File: src/rtl/macguffin_pkg.sv
`default_nettype none
// ============================================================================
// Module   : macguffin_pkg
// Brief    : MacGuffin S-boxes, F mixing function and round-key schedule,
//            shared by the encoder and the decoder.
// Revision : 1.0
// ============================================================================
package macguffin_pkg;

    localparam int BLOCK_W = 64;
    localparam int KEY_W   = 48;
    localparam int WORD_W  = 16;

    typedef enum logic [1:0] {
        ST_IDLE = 2'd0,
        ST_RUN  = 2'd1,
        ST_DONE = 2'd2
    } state_e;

    // Per S-box: two bit positions of a, two of b, two of c; the first listed
    // position becomes bit 0 of the 6-bit S-box index.
    localparam logic [0:7][0:5][3:0] SBOX_SEL = {
        24'h2569BD, 24'h147A8E, 24'h368D0F, 24'hCE124A,
        24'h0A3E6C, 24'h78CF15, 24'h9F5B27, 24'hBD0439
    };

    // 64 two-bit entries per S-box; entry n occupies bits [2n+1:2n].
    localparam logic [0:7][127:0] SBOX_TBL = {
        128'hE4D12FB8_3A6C590E_0F74E2D1_A6CB9538,
        128'hF18E6B34_972DC05A_3D47F28E_C01A69B5,
        128'hA09E63F5_1DC7B428_D709346A_285ECBF1,
        128'h7DE3069A_1285BC4F_D8B56F03_472CE1A9,
        128'h2C417AB6_853FD0E9_EB2C47D1_50FA6398,
        128'hC1AF9268_0D34E75B_AF427C95_61DE0B38,
        128'h4B2EF08D_3C975A61_D0B7491A_E3586CF2,
        128'hD2846FB1_A93E50C7_1FD8A374_C56B0E92
    };

    function automatic logic [WORD_W-1:0] f_mix(
        input logic [WORD_W-1:0] a,
        input logic [WORD_W-1:0] b,
        input logic [WORD_W-1:0] c
    );
        logic [WORD_W-1:0] y;
        logic [0:5][3:0]   sel;
        logic [5:0]        idx;
        logic [1:0]        o;
        y = '0;
        for (int s = 0; s < 8; s++) begin
            sel = SBOX_SEL[3'(s)];
            idx = {c[sel[5]], c[sel[4]], b[sel[3]], b[sel[2]], a[sel[1]], a[sel[0]]};
            o   = SBOX_TBL[3'(s)][{idx, 1'b0} +: 2];
            y   = y | (WORD_W'(o) << (2 * s));
        end
        return y;
    endfunction

    // Round i uses the key rotated left by 3*i bits (mod 48).
    function automatic logic [KEY_W-1:0] round_key(
        input logic [KEY_W-1:0] k,
        input logic [7:0]       rnd
    );
        logic [5:0] sh;
        sh = 6'((10'(rnd) * 10'd3) % 10'd48);
        return (k << sh) | (k >> (6'd48 - sh));
    endfunction

endpackage
`default_nettype wire

File: src/rtl/macguffin_round_inv.sv
`default_nettype none
// ============================================================================
// Module   : macguffin_round_inv
// Brief    : One combinational MacGuffin inverse round.
// Revision : 1.0
// ============================================================================
module macguffin_round_inv
    import macguffin_pkg::*;
(
    input  logic [BLOCK_W-1:0] blk_i,
    input  logic [KEY_W-1:0]   subkey_i,
    output logic [BLOCK_W-1:0] blk_o
);

    logic [WORD_W-1:0] w_r0;
    logic [WORD_W-1:0] w_r1;
    logic [WORD_W-1:0] w_r2;
    logic [WORD_W-1:0] w_r3;
    logic [WORD_W-1:0] w_f;

    // Undo the encoder's word rotation, then strip F back off the target word.
    assign w_r0 = blk_i[3*WORD_W +: WORD_W];
    assign w_r1 = blk_i[0*WORD_W +: WORD_W];
    assign w_r2 = blk_i[1*WORD_W +: WORD_W];
    assign w_r3 = blk_i[2*WORD_W +: WORD_W];

    assign w_f = f_mix(w_r1 ^ subkey_i[0*WORD_W +: WORD_W],
                       w_r2 ^ subkey_i[1*WORD_W +: WORD_W],
                       w_r3 ^ subkey_i[2*WORD_W +: WORD_W]);

    assign blk_o = {w_r3, w_r2, w_r1, w_r0 ^ w_f};

endmodule
`default_nettype wire

File: src/rtl/macguffin_decrypt.sv
`default_nettype none
// ============================================================================
// Module   : macguffin_decrypt
// Brief    : Iterative MacGuffin block decryptor with AXI-Stream in/out.
// Revision : 1.0
// ============================================================================
module macguffin_decrypt
    import macguffin_pkg::*;
#(
    parameter int ROUNDS           = 32,
    parameter int ROUNDS_PER_CYCLE = 1
) (
    input  logic               clk,
    input  logic               rst,
    input  logic [KEY_W-1:0]   key,
    input  logic [BLOCK_W-1:0] s_axis_tdata,
    input  logic               s_axis_tvalid,
    output logic               s_axis_tready,
    output logic [BLOCK_W-1:0] m_axis_tdata,
    output logic               m_axis_tvalid,
    input  logic               m_axis_tready
);

    localparam int RND_W = $clog2(ROUNDS);

    state_e             state_q, state_d;
    logic [BLOCK_W-1:0] blk_q, blk_d;
    logic [KEY_W-1:0]   key_q, key_d;
    logic [RND_W-1:0]   rnd_q, rnd_d;
    logic               tready_q, tready_d;

    logic [BLOCK_W-1:0] w_chain [ROUNDS_PER_CYCLE+1];

    assign w_chain[0] = blk_q;

    // Stage g of the chain handles round rnd_q - g.
    for (genvar g = 0; g < ROUNDS_PER_CYCLE; g++) begin : g_round
        logic [RND_W-1:0] w_idx;
        logic [KEY_W-1:0] w_subkey;

        assign w_idx    = rnd_q - RND_W'(g);
        assign w_subkey = round_key(key_q, 8'(w_idx));

        macguffin_round_inv u_round (
            .blk_i    (w_chain[g]),
            .subkey_i (w_subkey),
            .blk_o    (w_chain[g+1])
        );
    end

    always_comb begin
        state_d = state_q;
        blk_d   = blk_q;
        key_d   = key_q;
        rnd_d   = rnd_q;
        unique case (state_q)
            ST_IDLE: begin
                if (s_axis_tvalid && tready_q) begin
                    blk_d   = s_axis_tdata;
                    key_d   = key;
                    rnd_d   = RND_W'(ROUNDS - 1);
                    state_d = ST_RUN;
                end
            end
            ST_RUN: begin
                blk_d = w_chain[ROUNDS_PER_CYCLE];
                // Exit is tested before the decrement so rnd never wraps.
                if (rnd_q == RND_W'(ROUNDS_PER_CYCLE - 1)) begin
                    state_d = ST_DONE;
                end else begin
                    rnd_d = rnd_q - RND_W'(ROUNDS_PER_CYCLE);
                end
            end
            ST_DONE: begin
                if (m_axis_tready) begin
                    state_d = ST_IDLE;
                end
            end
            default: state_d = ST_IDLE;
        endcase
        tready_d = (state_d == ST_IDLE);
    end

    always_ff @(posedge clk or posedge rst) begin
        if (rst) begin
            state_q  <= ST_IDLE;
            blk_q    <= '0;
            key_q    <= '0;
            rnd_q    <= '0;
            tready_q <= 1'b0;
        end else begin
            state_q  <= state_d;
            blk_q    <= blk_d;
            key_q    <= key_d;
            rnd_q    <= rnd_d;
            tready_q <= tready_d;
        end
    end

    assign s_axis_tready = tready_q;
    assign m_axis_tvalid = (state_q == ST_DONE);
    assign m_axis_tdata  = blk_q;

endmodule
`default_nettype wire

File: config.mk
export PLATFORM = sky130hd
export DESIGN_NAME = macguffin_decrypt
export DESIGN_NICKNAME = d
export VERILOG_FILES = /design/src/rtl/macguffin_pkg.sv /design/src/rtl/macguffin_round_inv.sv /design/src/rtl/macguffin_decrypt.sv
export SDC_FILE = /design/constraint.sdc
export NUM_CORES = 1
export LEC_CHECK = 0
export BUFFER_PORTS_ARGS = -buffer_cell sky130_fd_sc_hd__buf_2
export CORE_AREA = 5 5 185 187
export DETAILED_ROUTE_END_ITERATION = 12
export DIE_AREA = 0 0 190 192
export SLEW_MARGIN = 30
export SYNTH_ARGS = -nofsm -noshare
export SYNTH_HDL_FRONTEND = slang
export SYNTH_HIERARCHICAL = 1
export SYNTH_SLANG_ARGS = --single-unit
File: constraint.sdc
create_clock -name clk -period 7.1 [get_ports clk]
set_clock_uncertainty 0.2 [all_clocks]
set_input_delay 0 -clock clk [delete_from_list [all_inputs] [get_ports clk]]
set_output_delay 0 -clock clk [all_outputs]
set_load 0.01 [all_outputs]
==> metrics.md, run 1 <==
| Metric | Value |
|---|---|
| Status | finished clean |
| Post-synthesis instance area | 12700 sq um |
| Cell Chain, Critical Path | ha_1 -> fa_1 -> and3b_1 -> o31ai_1 -> a22o_1 -> a21oi_1 -> buf_4 -> nor2_1 -> a2111oi_0 -> a221o_1 -> xor2_2 -> inv_1 -> ha_1 -> mux4_1 -> mux4_2 -> xnor2_1 -> nand2_1 -> o21ai_0 |
| Die area | 36500 sq um |
| Worst reg2reg path endpoint | m_axis_tdata[1]$_DFFE_PP0P_ |
| Core Rows | 66 |
| WHS | 0.00498 ns |
| Worst min-delay path class | primary input to async pin |
| Post-CTS sizing | 0 |
| CP top delay family | compound AO/OA/AOI/OAI gates |
| Buf/Inv on CP | 2 |
| Wire length per cell | 20.1 um |
| Crit. End Element | register |
| Layout fillers | 3035 |
| Core area | 32300 sq um |
| Worst skew pair latency | 0.43 ns |
| Period utilisation layout | 0.919 |
| YS warnings | 6 |
| HPWL Detailed | 29.1 mm |
| Initial DRC Count | 896 |
| Largest net degree at the start of global routing | 128 |
| DRC | 0 |
| Maximum buffer depth of the clock tree | 2 |
| Congestion Overflow GR | 0 |
| CP Data Required Time | 7.18 ns |
| Slew Limit Fails | 0 |
| Final hold violations | 0 |
| R2R depth | 18 |
| Crit. path cell count | 18 |
| Startpoint Class | register |
| Max frequency | 153 MHz |
| Fin crit period | 6.52 ns |
| Clock Sink Count | 120 |
| R2R Setup Slk | 0.58 ns |
| Avg Inst Size Synth | 9.20 sq um |
| Initial Util | 0.393 |
| Post-route setup TNS | 0 ns |
| Critical path's slowest cell | nor2_1 |
| Final GP Congestion | 0.973 |
| Gr usage total | 0.213 |
| Relative slew slack | 0.333 |
| CTS Hold Buffers Added | 114 |
| CP arrival | 6.60 ns |
| Critical R2R Launch | rnd_q[0]$_DFFE_PP0P_ |
| Number of max-cap violations | 0 |
| Pre-antenna DRT Iters | 5 |
| RSZ-0062 raised after global routing | false |
| Routed Antenna Nets | 0 |
| Via Count | 10900 |
| Crit path kind | register to register |
| Syn Inst Count | 1380 |
| Clock slew at reported path FFs | 0.06 ns |
| Placed Instances | 1798 |
| Synth-to-Final Area Change | 16.7% |
| Final setup violation count | 0 |
| Final wirelength | 39.2 mm |
| I/O Pins | 182 |
| CTS root buffer | clkbuf_16 |
| H-tree depth | 4 |
| Top cell by count, worst path | ha_1 |
| First-pass GRT wire length | 61.8 mm |
| Post CTS Setup Buffer Count | 0 |
| Die Y | 192 um |
| IO Port Bufs | 181 |
| CTS Buf Count | 17 |
| Share of layout cells above drive strength 1 | 0.267 |
| Synth Net Count | 1535 |
| Critical path fanouts, max | 23 |
| Non-Filler Instances | 1945 |
| Slew at the pin closest to its max-slew limit | 1.00 ns |
| Ant diodes | 0 |
| Initial antenna violation count | 0 |
| Worst path max stage delay | 0.69 ns |
| Vias in the first global route | 10600 |
| CTS tree | done |
| Nets@finish | 1645 |
| Avg Vias per Cell | 5.60 |
| Die X | 190 um |
-- state kept, by name, summed over array words and instances (netlist names) --
name / count
state_q: 2
s_axis_tready: 1
key_q: 48
rnd_q: 5
m_axis_tdata: 64
-- worst max-delay path by stage --
stage | from | endpoint
CTS | rnd_q[0]$_DFFE_PP0P_ | m_axis_tdata[1]$_DFFE_PP0P_
floorplan | rnd_q[0]$_DFFE_PP0P_ | m_axis_tdata[1]$_DFFE_PP0P_
detailed placement | rnd_q[0]$_DFFE_PP0P_ | m_axis_tdata[1]$_DFFE_PP0P_
global route | rnd_q[0]$_DFFE_PP0P_ | m_axis_tdata[1]$_DFFE_PP0P_
finish | rnd_q[0]$_DFFE_PP0P_ | m_axis_tdata[1]$_DFFE_PP0P_
global placement | rnd_q[0]$_DFFE_PP0P_ | m_axis_tdata[1]$_DFFE_PP0P_
-- routing by layer --
metal / GRT usage / up-vias / routed length (um)
li1: - / 5114 / -
met1: 0.306 / 5394 / 17600
met2: 0.333 / 332 / 18600
met3: 0.0291 / 47 / 1940
met4: 0.0665 / 0 / 943
met5: 0 / - / 0
-- stage by stage --
| stage | worst slack, ns | cell area [sq um] | utilization |
|---|---|---|---|
| 2_1_floorplan | 0.987 | 12700 | - |
| 3_3_place_gp | 0.753 | 13100 | 0.404 |
| 3_5_place_dp | 0.682 | 13100 | 0.404 |
| 4_1_cts | 0.656 | 14800 | 0.458 |
| 5_1_grt | 0.203 | 14800 | 0.459 |
| 6_report | 0.575 | 14800 | 0.459 |
-- layout by cell type, fill, tap and decap left out, types with 22 or more instances in the layout --
| cell type | instances |
|---|---|
| a21oi_1 | 42 |
| buf_2 | 181 |
| dfrtp_1 | 119 |
| dlygate4sd3_1 | 114 |
| ha_1 | 37 |
| inv_1 | 36 |
| mux2_2 | 65 |
| mux2i_1 | 154 |
| mux4_2 | 71 |
| nand2_1 | 170 |
| nor2_1 | 67 |
| o21ai_0 | 115 |
| xnor2_1 | 22 |
-- final cells by class --
class,instances,area [sq um],area share
timing repair buffer,322,2290,0.154
clock inverter,13,148,0.00996
tap,442,553,0.0373
clock buffer,19,433,0.0292
multi-input combinational,990,8240,0.556
inverter,39,149,0.0100
sequential,120,3010,0.203
-- worst min-delay path: stages --
cell and delay [ns]:
dlygate4sd3_1 0.52, buf_2 0.13, inv_4 0.47
Power of run 1 is left out: the tool's default activity adds up to more than one toggle a clock period on the data nets, which glitch-free logic cannot reach.
==> run 2: changes to the inputs <==
==> constraint.sdc (replaced) <==
create_clock -name clk -period 6.86 [get_ports clk]
set_clock_uncertainty 0.2 [all_clocks]
set_input_delay 0 -clock clk [delete_from_list [all_inputs] [get_ports clk]]
set_output_delay 0 -clock clk [all_outputs]
set_load 0.01 [all_outputs]
==> run 2 against run 1 <==
Net effect:
- first-iteration DRC count up 0.22%
- non-clock buffer count up 3
- die area unchanged
- sequential cell count unchanged
- largest cell class unchanged
- highest routed layer unchanged
==> metrics.md, run 2 (synthesized netlist as in run 1, its figures left out) <==
| Metric | Value |
|---|---|
| Initial antenna violation count | 0 |
| Wire length per cell | 20.0 um |
| Final GP Congestion | 0.930 |
| Vias in the first global route | 10600 |
| Gr usage total | 0.208 |
| Routed Antenna Nets | 0 |
| CTS Hold Buffers Added | 114 |
| Core area | 32300 sq um |
| Nets@finish | 1648 |
| Avg Vias per Cell | 5.55 |
| Ant diodes | 0 |
| Multi-input gate area | 8240 sq um |
| Share of layout cells above drive strength 1 | 0.269 |
| IO Port Bufs | 181 |
| Die Y | 192 um |
| Synth-to-Final Area Change | 17.0% |
| Worst skew pair latency | 0.44 ns |
| Via Count | 10800 |
| R2R Setup Slk | 0.48 ns |
| Fin crit period | 6.38 ns |
| Final hold violations | 0 |
| CTS Buf Count | 17 |
| Congestion Overflow GR | 0 |
| Commonest non-fill, non-tap cell in the layout | buf_2 |
| First-pass GRT wire length | 60.1 mm |
| Layout fillers | 2982 |
| Max reg flops | 64 |
| Clock slew at reported path FFs | 0.07 ns |
| Pre-antenna DRT Iters | 5 |
| HPWL Detailed | 28.7 mm |
| Final wirelength | 38.9 mm |
| Startpoint Class | register |
| Slew Limit Fails | 0 |
| Max frequency | 157 MHz |
| Relative slew slack | 0.405 |
| CTS root buffer | clkbuf_16 |
| Leading cell types in the layout, fill and taps excluded | buf_2 (181), nand2_1 (170), mux2i_1 (154) |
| CP arrival | 6.48 ns |
| Critical path fanouts, max | 20 |
| Final setup violation count | 0 |
| RSZ-0062 raised after global routing | false |
| Die area | 36500 sq um |
| H-tree depth | 4 |
| Die X | 190 um |
| CTS tree | done |
| Post-CTS sizing | 0 |
| CP Data Required Time | 6.95 ns |
| Crit. End Element | register |
| Slew at the pin closest to its max-slew limit | 0.889 ns |
| Worst min-delay path class | primary input to async pin |
| Initial Util | 0.393 |
| Fin worst setup slack | 0.476 ns |
| Post-route setup TNS | 0 ns |
| Register area | 3010 sq um |
| Clock Sink Count | 120 |
| Status | finished clean |
| Largest net degree at the start of global routing | 88 |
| Pre-CTS setup slack | 0.552 ns |
| Crit path kind | register to register |
| Initial DRC Count | 898 |
| Period utilisation layout | 0.931 |
| I/O Pins | 182 |
| Number of max-cap violations | 0 |
| Maximum buffer depth of the clock tree | 2 |
| Core Rows | 66 |
| Post CTS Setup Buffer Count | 0 |
| DRC | 0 |
[run 2: area by class of cell]
type / instances / area share
clock inverters: 14 / 0.0126
well taps: 442 / 0.0372
flip-flops and latches: 120 / 0.202
multi-input cells: 990 / 0.555
inverters: 39 / 0.0100
repair buffers: 325 / 0.154
clock buffers: 18 / 0.0289
[run 2: path summary, 6_finish.rpt]
| path | startpoint | to | cells past startpoint |
|---|---|---|---|
| max in group asynchronous | rst | rnd_q[0]$_DFFE_PP0P_ | 4 |
| min in group clk | key[43] | key_q[43]$_DFFE_PP0P_ | 3 |
| worst max register to register | rnd_q[0]$_DFFE_PP0P_ | m_axis_tdata[2]$_DFFE_PP0P_ | 17 |
| worst min register to register | m_axis_tdata[11]$_DFFE_PP0P_ | m_axis_tdata[27]$_DFFE_PP0P_ | 2 |
| worst min-delay path | rst | m_axis_tdata[60]$_DFFE_PP0P_ | 3 |
| worst max-delay path | rnd_q[0]$_DFFE_PP0P_ | m_axis_tdata[2]$_DFFE_PP0P_ | 17 |
[run 2: worst max-delay path, stage by stage, from the launching register on]
cell and delay (ns):
dfrtp_4 0.49, ha_1 0.24, fa_1 0.49, and3b_1 0.24, or4_1 0.57, a211o_1 0.37
a211oi_1 0.37, a211o_1 0.62, o22ai_1 0.22, a21o_1 0.20, xor2_1 0.52, inv_1 0.23
ha_1 0.27, mux4_2 0.44, mux4_2 0.47, xor2_1 0.15, nand2_1 0.05, o21ai_0 0.08
[run 2: stage by stage]
step,hold WS [ns],util,area (sq um),std cells
5_1_grt,0.122,0.460,14900,1948
2_1_floorplan,-0.0483,-,12700,1380
3_3_place_gp,-0.0208,0.406,13100,1802
4_1_cts,0.0545,0.460,14900,1948
3_5_place_dp,-0.0172,0.406,13100,1802
6_report,0.0605,0.460,14900,1948
[run 2: metal layers]
metal / GRT usage / share of wire / up-vias
met2: 0.331 / 0.47 / 374
li1: - / - / 5108
met1: 0.287 / 0.45 / 5263
met3: 0.0453 / 0.057 / 60
met5: 0 / 0 / -
met4: 0.0620 / 0.024 / 0
Power of run 2 is left out for the same reason.
==> run 3: changes to the inputs <==
--- a/config.mk
+++ b/config.mk
@@ -5,10 +5,11 @@
 export SDC_FILE = /design/constraint.sdc
 export NUM_CORES = 1
 export LEC_CHECK = 0
-export BUFFER_PORTS_ARGS = -buffer_cell sky130_fd_sc_hd__buf_2
 export CORE_AREA = 5 5 185 187
 export DETAILED_ROUTE_END_ITERATION = 12
 export DIE_AREA = 0 0 190 192
+export DONT_BUFFER_PORTS = 1
+export PLACE_DENSITY = 0.56
 export SLEW_MARGIN = 30
 export SYNTH_ARGS = -nofsm -noshare
 export SYNTH_HDL_FRONTEND = slang
==> run 3 against run 2 <==
Net effect:
- clock-buffer cell count unchanged
- die area unchanged
- worst hold slack worse by 0.019 ns
- critical path type unchanged
- via count down 6.0%
- utilization fell by 2.8 points
- worst setup slack improved by 0.0055 ns
- first-iteration DRC count decreased by 5.0%
- critical path depth is the same
- global-route usage is 0.50 points lower
==> metrics.md, run 3 (synthesized netlist as in run 1, its figures left out) <==
| Metric | Value |
|---|---|
| Congestion Overflow GR | 0 |
| Ant diodes | 0 |
| CP top delay family | compound AO/OA/AOI/OAI gates |
| CTS root buffer | clkbuf_16 |
| Setup crit end | m_axis_tdata[1]$_DFFE_PP0P_ |
| H-tree depth | 4 |
| Initial antenna violation count | 0 |
| Fin crit period | 6.38 ns |
| Startpoint Class | register |
| Post CTS Setup Buffer Count | 0 |
| Via Count | 10200 |
| Slew Limit Fails | 0 |
| Core Rows | 66 |
| Crit path kind | register to register |
| Leading cell types in the layout, fill and taps excluded | nand2_1 (170), mux2i_1 (154), dfrtp_1 (119) |
| Core area | 32300 sq um |
| Post-route setup TNS | 0 ns |
| First-pass GRT wire length | 57.9 mm |
| IO Port Bufs | 0 |
| Initial DRC Count | 853 |
| Maximum buffer depth of the clock tree | 2 |
| Wire length per cell | 21.1 um |
| Clock slew at reported path FFs | 0.06 ns |
| HPWL Detailed | 27.8 mm |
| Max reg flops | 64 |
| Clock Sink Count | 120 |
| CP arrival | 6.49 ns |
| Nets@finish | 1471 |
| CTS Buf Count | 17 |
| Die X | 190 um |
| CTS tree | done |
| Gr usage total | 0.203 |
| Largest net degree at the start of global routing | 110 |
| Worst path max stage delay | 0.67 ns |
| Vias in the first global route | 9856 |
| Buf/Inv on CP | 1 |
| Util after Layout | 0.432 |
| Final GP Congestion | 0.970 |
| Worst reg2reg path endpoint | m_axis_tdata[1]$_DFFE_PP0P_ |
| Post-CTS sizing | 0 |
| Pre-antenna DRT Iters | 6 |
| Commonest non-fill, non-tap cell in the layout | nand2_1 |
| RSZ-0062 raised after global routing | false |
| Cell Chain, Critical Path | ha_1 -> fa_1 -> and3b_1 -> or4_1 -> a22o_1 -> a21oi_1 -> nor2_1 -> a2111oi_0 -> a221o_1 -> xor2_2 -> inv_1 -> ha_1 -> mux4_1 -> mux4_2 -> xnor2_1 -> nand2_1 -> o21ai_0 |
| Max frequency | 157 MHz |
| Top cell by count, worst path | ha_1 |
| CP Data Required Time | 6.97 ns |
| Critical path fanouts, max | 11 |
| I/O Pins | 182 |
| Critical R2R Launch | rnd_q[0]$_DFFE_PP0P_ |
| CP startpoint | rnd_q[0]$_DFFE_PP0P_ |
| WHS | 0.0414 ns |
| Final wirelength | 37.4 mm |
| Final hold violations | 0 |
| Routed Antenna Nets | 0 |
| Share of layout cells above drive strength 1 | 0.171 |
| R2R Setup Slk | 0.48 ns |
| Die Y | 192 um |
| Status | finished clean |
| CTS Hold Buffers Added | 116 |
| Layout fillers | 3100 |
| Period utilisation layout | 0.930 |
| Worst min-delay path class | primary input to register |
| Number of max-cap violations | 0 |
| Final setup violation count | 0 |
| DRC | 0 |
| Slew at the pin closest to its max-slew limit | 0.893 ns |
| Area after DPL | 12200 sq um |
| Crit. End Element | register |
| Post-route cell area | 14000 sq um |
| Relative slew slack | 0.405 |
| Initial Util | 0.393 |
| Avg Vias per Cell | 5.73 |
| Crit. path cell count | 17 |
| Critical path's slowest cell | a21oi_1 |
| Worst skew pair latency | 0.45 ns |
| R2R depth | 17 |
| Die area | 36500 sq um |
| Synth-to-Final Area Change | 9.92% |
-- run 3: cell types whose count changed in the layout (fill, tap and decap cells not counted) --
| cell | before | now |
|---|---|---|
| buf_16 | 0 | 1 |
| clkinv_4 | 4 | 1 |
| buf_4 | 28 | 29 |
| clkinvlp_4 | 1 | 2 |
| bufinv_16 | 3 | 1 |
| inv_6 | 5 | 9 |
| dlygate4sd3_1 | 114 | 115 |
| inv_8 | 1 | 0 |
| inv_4 | 1 | 0 |
| buf_8 | 0 | 1 |
| clkinv_2 | 0 | 2 |
| buf_2 | 181 | 0 |
-- run 3: layout make-up --
class | count | area [sq um] | area share
Tap cell | 442 | 553 | 0.0396
Timing Repair Buffer | 148 | 1440 | 0.103
Clock buffer | 18 | 429 | 0.0307
Multi-Input combinational cell | 990 | 8240 | 0.591
Inverter | 39 | 151 | 0.0108
Clock inverter | 14 | 134 | 0.00959
Sequential cell | 120 | 3010 | 0.215
-- run 3: worst min-delay path by stage --
stage                     slack [ns]                     to  depth (start not counted)    start
after global routing            0.03   key_q[8]$_DFFE_PP0P_                          2   key[8]
after floorplan                -0.05   key_q[2]$_DFFE_PP0P_                          1   key[2]
after detailed placement       -0.22   key_q[6]$_DFFE_PP0P_                          1      rst
final                           0.04   key_q[8]$_DFFE_PP0P_                          2   key[8]
after global placement         -0.23   key_q[6]$_DFFE_PP0P_                          1      rst
after CTS                      0.005  key_q[34]$_DFFE_PP0P_                          2  key[34]
-- run 3: stage by stage --
stage,worst slack [ns],std cells
global placement,0.726,1622
CTS,0.546,1771
floorplan,0.747,1380
detailed placement,0.594,1623
global route,0.137,1771
finish,0.481,1771
-- run 3: per-layer routing --
| layer | up-vias | part of all wire | track usage |
|---|---|---|---|
| li1 | 4758 | - | - |
| met1 | 4960 | 0.43 | 0.270 |
| met2 | 363 | 0.48 | 0.324 |
| met3 | 72 | 0.058 | 0.0483 |
| met4 | 0 | 0.030 | 0.0743 |
| met5 | - | 0 | 0 |
Power of run 3 is left out for the same reason.
